## config.mk

```make
export PLATFORM = sky130hd
export DESIGN_NAME = fifo_wr_arbiter
export DESIGN_NICKNAME = d
export VERILOG_FILES = /design/src/rtl/fifo_wr_arbiter.sv
export SDC_FILE = /design/constraint.sdc
export NUM_CORES = 1
export LEC_CHECK = 0
export CAP_MARGIN = 20
export CORE_MARGIN = 2
export CORE_UTILIZATION = 39
export DETAILED_ROUTE_END_ITERATION = 6
export PLACE_DENSITY = 0.95
export SKIP_CTS_REPAIR_TIMING = 1
export SYNTH_ARGS = -nofsm -noshare
export SYNTH_HDL_FRONTEND = slang
export SYNTH_SLANG_ARGS = --single-unit
```

## constraint.sdc

```tcl
create_clock -name W_CLK -period 4.55 [get_ports W_CLK]
set_input_delay 1.365 -clock W_CLK [delete_from_list [all_inputs] [get_ports W_CLK]]
set_output_delay 1.365 -clock W_CLK [all_outputs]
set_load 0.01 [all_outputs]
```

## src/rtl/fifo_wr_arbiter.sv

```systemverilog
// fifo_wr_arbiter
//   Round-robin, burst-aware arbiter sharing the single write port of the
//   asynchronous FIFO between NUM_REQ write-domain requesters. A granted
//   requester keeps ownership for up to MAX_BURST consecutive writes.
//
// Ports
//   W_CLK     write-domain clock
//   W_RST     asynchronous, active-low reset
//   req       per-requester level request, held until granted
//   req_data  packed data, requester i at [i*DATA_WIDTH +: DATA_WIDTH]
//   full      FIFO full flag (write domain)
//   gnt       one-hot grant; the word is accepted in the same cycle
//   W_inc     FIFO write enable (|gnt)
//   WR_DATA   data of the granted requester, 0 when nothing is granted
//   owner_id  registered current/last owner index
//   busy      registered, 1 while a burst is owned
//
// Optional build macro FIFO_WR_ARB_STALL_CNT_EN adds:
//   stall_clr  synchronous clear of stall_cnt (wins over increment)
//   stall_cnt  saturating count of cycles with full=1 and any request
module fifo_wr_arbiter #(
  parameter int unsigned DATA_WIDTH = 8,
  parameter int unsigned NUM_REQ    = 4,
  parameter int unsigned MAX_BURST  = 4
) (
  input  logic                          W_CLK,
  input  logic                          W_RST,
  input  logic [NUM_REQ-1:0]            req,
  input  logic [NUM_REQ*DATA_WIDTH-1:0] req_data,
  input  logic                          full,
  output logic [NUM_REQ-1:0]            gnt,
  output logic                          W_inc,
  output logic [DATA_WIDTH-1:0]         WR_DATA,
  output logic [$clog2(NUM_REQ)-1:0]    owner_id,
  output logic                          busy
`ifdef FIFO_WR_ARB_STALL_CNT_EN
  ,
  input  logic                          stall_clr,
  output logic [15:0]                   stall_cnt
`endif
);

  localparam int unsigned IDX_W = $clog2(NUM_REQ);
  localparam int unsigned CNT_W = $clog2(MAX_BURST + 1);

  typedef enum logic {IDLE, OWN} state_t;

  state_t             state, state_n;
  logic [IDX_W-1:0]   owner_n;
  logic [IDX_W-1:0]   rr_ptr, rr_n;
  logic [CNT_W-1:0]   burst_cnt, cnt_n;
  logic [CNT_W-1:0]   cnt_p1;

  logic               found;
  logic [IDX_W-1:0]   sel_idx;
  logic [IDX_W-1:0]   cand_idx;
  int unsigned        cand;

  logic               grant_en;
  logic [IDX_W-1:0]   grant_idx;

  function automatic logic [IDX_W-1:0] wrap_inc(input logic [IDX_W-1:0] i);
    return (i == IDX_W'(NUM_REQ - 1)) ? '0 : i + 1'b1;
  endfunction

  // Round-robin search starting at rr_ptr, wrapping modulo NUM_REQ.
  always_comb begin
    found    = 1'b0;
    sel_idx  = '0;
    cand     = 0;
    cand_idx = '0;
    for (int unsigned k = 0; k < NUM_REQ; k++) begin
      cand = 32'(rr_ptr) + k;
      if (cand >= NUM_REQ) cand = cand - NUM_REQ;
      cand_idx = IDX_W'(cand);
      if (!found && req[cand_idx]) begin
        found   = 1'b1;
        sel_idx = cand_idx;
      end
    end
  end

  assign cnt_p1 = burst_cnt + 1'b1;

  // State register
  always_ff @(posedge W_CLK or negedge W_RST) begin
    if (!W_RST) begin
      state     <= IDLE;
      owner_id  <= '0;
      rr_ptr    <= '0;
      burst_cnt <= '0;
    end else begin
      state     <= state_n;
      owner_id  <= owner_n;
      rr_ptr    <= rr_n;
      burst_cnt <= cnt_n;
    end
  end

  // Next-state logic
  always_comb begin
    state_n = state;
    owner_n = owner_id;
    rr_n    = rr_ptr;
    cnt_n   = burst_cnt;
    case (state)
      IDLE: begin
        if (!full && found) begin
          owner_n = sel_idx;
          if (MAX_BURST == 1) begin
            rr_n = wrap_inc(sel_idx);
          end else begin
            state_n = OWN;
            cnt_n   = CNT_W'(1);
          end
        end
      end
      OWN: begin
        // A dropped owner request releases even under full; the release
        // cycle grants nobody, so other requesters wait one bubble.
        if (!req[owner_id]) begin
          state_n = IDLE;
          cnt_n   = '0;
          rr_n    = wrap_inc(owner_id);
        end else if (!full) begin
          if (cnt_p1 == CNT_W'(MAX_BURST)) begin
            state_n = IDLE;
            cnt_n   = '0;
            rr_n    = wrap_inc(owner_id);
          end else begin
            cnt_n = cnt_p1;
          end
        end
      end
      default: state_n = IDLE;
    endcase
  end

  // Output logic; grant is suppressed while reset is asserted.
  always_comb begin
    grant_en  = 1'b0;
    grant_idx = sel_idx;
    if (W_RST && !full) begin
      case (state)
        IDLE: grant_en = found;
        OWN: begin
          grant_en  = req[owner_id];
          grant_idx = owner_id;
        end
        default: grant_en = 1'b0;
      endcase
    end
  end

  assign gnt     = grant_en ? (NUM_REQ'(1) << grant_idx) : '0;
  assign W_inc   = grant_en;
  assign WR_DATA = grant_en ? req_data[32'(grant_idx) * DATA_WIDTH +: DATA_WIDTH] : '0;
  assign busy    = (state == OWN);

`ifdef FIFO_WR_ARB_STALL_CNT_EN
  always_ff @(posedge W_CLK or negedge W_RST) begin
    if (!W_RST) begin
      stall_cnt <= '0;
    end else if (stall_clr) begin
      stall_cnt <= '0;
    end else if (full && (|req) && (stall_cnt != '1)) begin
      stall_cnt <= stall_cnt + 16'd1;
    end
  end
`endif

endmodule

```

---- After elaboration in Yosys (flattened, before gate mapping) ----
Index checks and enable logic that the tools add are counted.
word-level totals
  register bits after elaboration ......... 8
  output and inout bits ................... 16
  word-level logic and storage cells ...... 85
cells by class
  add/subtract/negate cells ............... 9
  magnitude comparators ................... 9
  equal/unequal tests ..................... 6
  shift operators ......................... 2
  multiplexer cells ....................... 42
  bitwise logic cells ..................... 1
  reductions and logical operators ........ 12
operators by type and width
  cell                 number
  $shiftx 32x6->8      1
  $mux 2               14
  $lt 2x3->1 const B   5
  $mux 1               14
  $mux 3               4
  $bmux 1 s2           5
  $ge 3x3->1 const B   3
  $mux 8               1
  $sub 2x1->2 const B  4
  $add 2x2->3 const B  2
  $pmux 3 s2           1
  $logic_and 1x1->1    5
  $logic_not 1->1      4
  $mux 4               1
  $ne 2x2->1 const B   2
  $pmux 1 s2           2
  $reduce_and 2->1     2
  $shl 1x2->4 const A  1
  $add 2x1->3 const B  1
  $add 3x1->3 const B  1
  $eq 3x3->1 const B   1
  $ge 2x3->1 const B   1
  $ne 3x3->1 const B   1
  $reduce_and 3->1     1
  4 further kinds      4

---- Longest topological paths before layout ----
  depth after elaboration ................. 18
  mapped depth ............................ 8

---- Worst setup path before layout ----
Ideal clock, no wire load.
  kind .................................... input to output
  start point ............................. in req[0]
  end point ............................... out WR_DATA[0]
  arrival time ............................ 2.538 ns
  data required time ...................... 3.185 ns
  setup slack ............................. 0.647 ns
  stages on the path ...................... 6
  cells stage by stage .................... nor4_1 -> nor3_1 -> a22o_2 -> nand2b_1 -> buf_6 -> o22ai_1
between the ends
  elaborated cells between the ends (all ways) .. 30
  classes of those cells .................. shift (1); mux (23); reduce/logical (6)
RTL lines
  what                          line  source
  start: declaration            28    input logic [NUM_REQ-1:0] req,
  $bmux 1 s2                    76    if (!found && req[cand_idx]) begin
  $mux 1 (not written as such)  76
  $mux 1                        76
  $logic_not 1->1               76
  $logic_and 1x1->1             76
  $mux 1                        76
  $logic_not 1->1               76
  $logic_and 1x1->1             76
  $mux 1                        76
  $logic_not 1->1               76
  $logic_and 1x1->1             76
  $mux 1                        76
  $pmux 1 s2 (*)                144   case (state)
  $mux 1 (*)                    143   if (W_RST && !full) begin
  named net W_inc               32    output logic W_inc,
  $mux 8 (*)                    157   assign WR_DATA = grant_en ? req_data[32'(grant_idx) * DATA_WIDTH +: DATA_WIDTH] : '0;
  end: declaration              33    output logic [DATA_WIDTH-1:0] WR_DATA,
Mark *: on every way through the listed nets, which the timed path passes. The rest lies on a longest branch. The select of a mux whose other input is x is not followed.

---- Worst setup path in the final report ----
  start point ............................. in req[1]
  end point ............................... out gnt[0]
between the ends
  cells in the longest elaborated chain, start to end .. 16
  elaborated cells between the ends (all ways) .. 30
  classes of those cells .................. shift (1); mux (23); reduce/logical (6)
ends and longest elaborated chain
  what                          line  source
  $bmux 1 s2                    76
  $mux 1 (not written as such)  76
  $mux 1                        76
  $logic_not 1->1               76
  $logic_and 1x1->1             76
  $mux 1                        76
  $logic_not 1->1               76
  $logic_and 1x1->1             76
  $mux 1                        76
  $logic_not 1->1               76
  $logic_and 1x1->1             76
  $mux 2                        76
  $mux 2                        144
  $mux 2                        143
  $shl 1x2->4                   155   assign gnt = grant_en ? (NUM_REQ'(1) << grant_idx) : '0;
  $mux 4 (*)                    155
  end: declaration              31    output logic [NUM_REQ-1:0] gnt,
Mark *: on every way between the ends. The rest lies on a longest branch, timed or not. The select of a mux whose other input is x is not followed.

==> results.toml <==
[finish]
multi_input_area_um2 = 629
diodes = 0
synthToLayoutAreaGrowth_pct = 93.4
drive_gt1_share_pct = 21.6
final_cell_mix = "37 x clkdlybuf4s50_1, 16 x mux2i_1, 15 x dlymetal6s2s_1, 15 x buf_4"
stdcell_area_um2 = 1640
nNetsFinal = 211
final-seq-area_um2 = 200
layout_commonest_cell = "clkdlybuf4s50_1"
fin_util_pct = 82.1
fillers = 122

[setup_path]
crit_arrival_ps = 3170
worst_setup_path_start_kind = "input port"
cpMaxStageDelayCell = "clkdlybuf4s50_1"
worstSetupPathType = "in -> out"
crit_path_end_kind = "output port"
max_stage_delay_ps = 550
crit_chain = "dlymetal6s2s_1 > nor4_2 > buf_4 > nor2_1 > a32oi_2 > nand2_2 > nor2_1 > clkdlybuf4s50_1"
cp_data_required_time_ps = 3180
critPathMostFrequentCell = "nor2_1"
path_max_fanout = 5

[timing]
tightest_slew_ps = 448
hold_viol = 0
setup_viol = 0
slew_violations = 0
finClkSkew_ps = 2.97
tns_ps = 0
finalCritPeriodShare_pct = 99.6
timing.fmax_ghz = 0.221
slew_headroom_pct = 69.8
finalCriticalPeriod_ps = 4530

[die]
io_pins = 55
floorplan.die_area_um2 = 2570
die_h_um = 50.7
dieWidth_um = 50.7
core_area_um2 = 2000
placementRows = 16
initial_utilization_pct = 42.4

[drt]
drt-total-wl_um = 3470
ant_nets = 0
drt-initial-drc-count = 38
wl_per_cell_um = 17.9
drc = 0
drt_first_pass_iters = 4
vias_per_cell = 5.57
vias = 1080

[worst_hold_path]
min_path_type = "reg -> reg"

[pwr]
powerDensity_nw_per_um2 = 467
power.switching_uw = 314
pwr-share-comb_pct = 72.6
switching_share_pct = 41.0
p_int_uw = 453
leakage_uw = 0.000939
p_seq_share_pct = 20.2
vdd_drop_max_uv = 337
power_frac_clock_pct = 7.2

[run]
drv_cap = 0

[placed_design]
hpwl_um = 2220
port_buffers = 54
finalWeightedCongestion = 0.834
place_area_um2 = 1470

[outcome]
status = "complete, no violations"

[synth]
ys_seq_area_share_pct = 23.6
syn-instance-count = 95
ys_ff_latch = 8
yosys_warnings = 0
yosysUniqueCellTypes = 31
synthArstFlopShare_pct = 100
synth_edf_count = 0
syn_area_um2 = 850
synth_flop_cell = "dfrtp_1"
synthesis.nets = 137
syn_avg_cell_area_um2 = 8.94

[clock_tree]
cts_tree = "yes"
worstSkewPairLatency_ps = 260
cts_sinks = 8
cts_buffers = 3
clk_path_buf_depth = 2
clkTransAtPathRegs_ps = 50
cts-root-buf = "clkbuf_4"
cts-htree-levels = 1

[global_routing]
grt_pass1_vias = 1007
grt_max_degree = 20
grt_overflow = 0
grt_pass1_wl_um = 4550
antenna_found_initial = 0
track_usage_pct = 23.4
==> routing by layer <==
metal	up-vias	routed length, µm	track usage [%]
li1	503	-	-
met4	0	51	10.4
met2	61	1760	43.0
met5	-	0	0
met1	511	1330	25.4
met3	5	323	5.06
==> worst max-delay path, delay by kind of cell <==
| family | cells | cell delay (ps) |
|---|---|---|
| AND/OR/NAND/NOR | 4 | 620 |
| buffers and inverters | 3 | 900 |
| AO/OA/AOI/OAI | 1 | 290 |
==> state kept, by name (all words and copies together), names as in the netlist <==
register	flops
busy	1
rr_ptr	2
burst_cnt	3
owner_id	2
==> final cells by class <==
| class | count | area share [%] |
|---|---|---|
| multi-input cells | 81 | 38.3 |
| repair buffers | 72 | 45.4 |
| inverters | 3 | 0.685 |
| well taps | 27 | 2.06 |
| flip-flops and latches | 8 | 12.2 |
| clock buffers | 3 | 1.37 |
==> logic make-up after synthesis <==
family,Yosys count,share of synthesized area (%)
simple gates,31,18.1
compound gates,26,20.9
mux,20,25.3
flops,8,23.6
buf+inv,7,7.66
fa+ha+maj,3,4.42
==> final timing paths <==
path / slack (ps) / start / end / depth (start not counted)
min in group asynchronous: 1080 / W_RST / burst_cnt[0]$_DFFE_PN0P_ / 2
setup reg to reg: 2660 / owner_id[0]$_DFFE_PN0P_ / burst_cnt[2]$_DFFE_PN0P_ / 7
hold reg to reg: 520 / burst_cnt[1]$_DFFE_PN0P_ / burst_cnt[1]$_DFFE_PN0P_ / 2
hold / removal: 520 / burst_cnt[1]$_DFFE_PN0P_ / burst_cnt[1]$_DFFE_PN0P_ / 2
max in group asynchronous: 3330 / W_RST / rr_ptr[1]$_DFFE_PN0P_ / 2
setup / recovery: 20 / req[1] / gnt[0] / 8
==> per-stage QoR <==
stage          hold WS [ps]  cells  worst slack, ps  power (µW)
2_1_floorplan           477     95              647         437
3_3_place_gp            488    181             -349         592
3_5_place_dp            522    181             -469         614
4_1_cts                 534    184             -473         674
5_1_grt                 597    194            -34.0         823
6_report                524    194             17.3         767
==> synth_stat cells (all sizes together) (2+ instances only) <==
library cell	count	area share, %
nor3b	2	1.8
nor2	9	4.0
buf	3	5.0
o22ai	8	5.9
nand2	10	4.7
nand3	2	1.2
o21ai	8	4.7
dfrtp	8	24
mux2	2	2.7
inv	3	1.3
a22o	2	2.2
nor2b	4	2.9
mux2i	17	20
ha	3	4.4
==> power groups by stage <==
stage	Sequential [µW]	Clock [µW]	Combinational [µW]
6_report	155	55.6	557
5_1_grt	164	60.9	598
4_1_cts	152	57.9	464
3_5_place_dp	152	0	462
3_3_place_gp	148	0	444
2_1_floorplan	139	0	298
(Power assumes the default switching activity.)
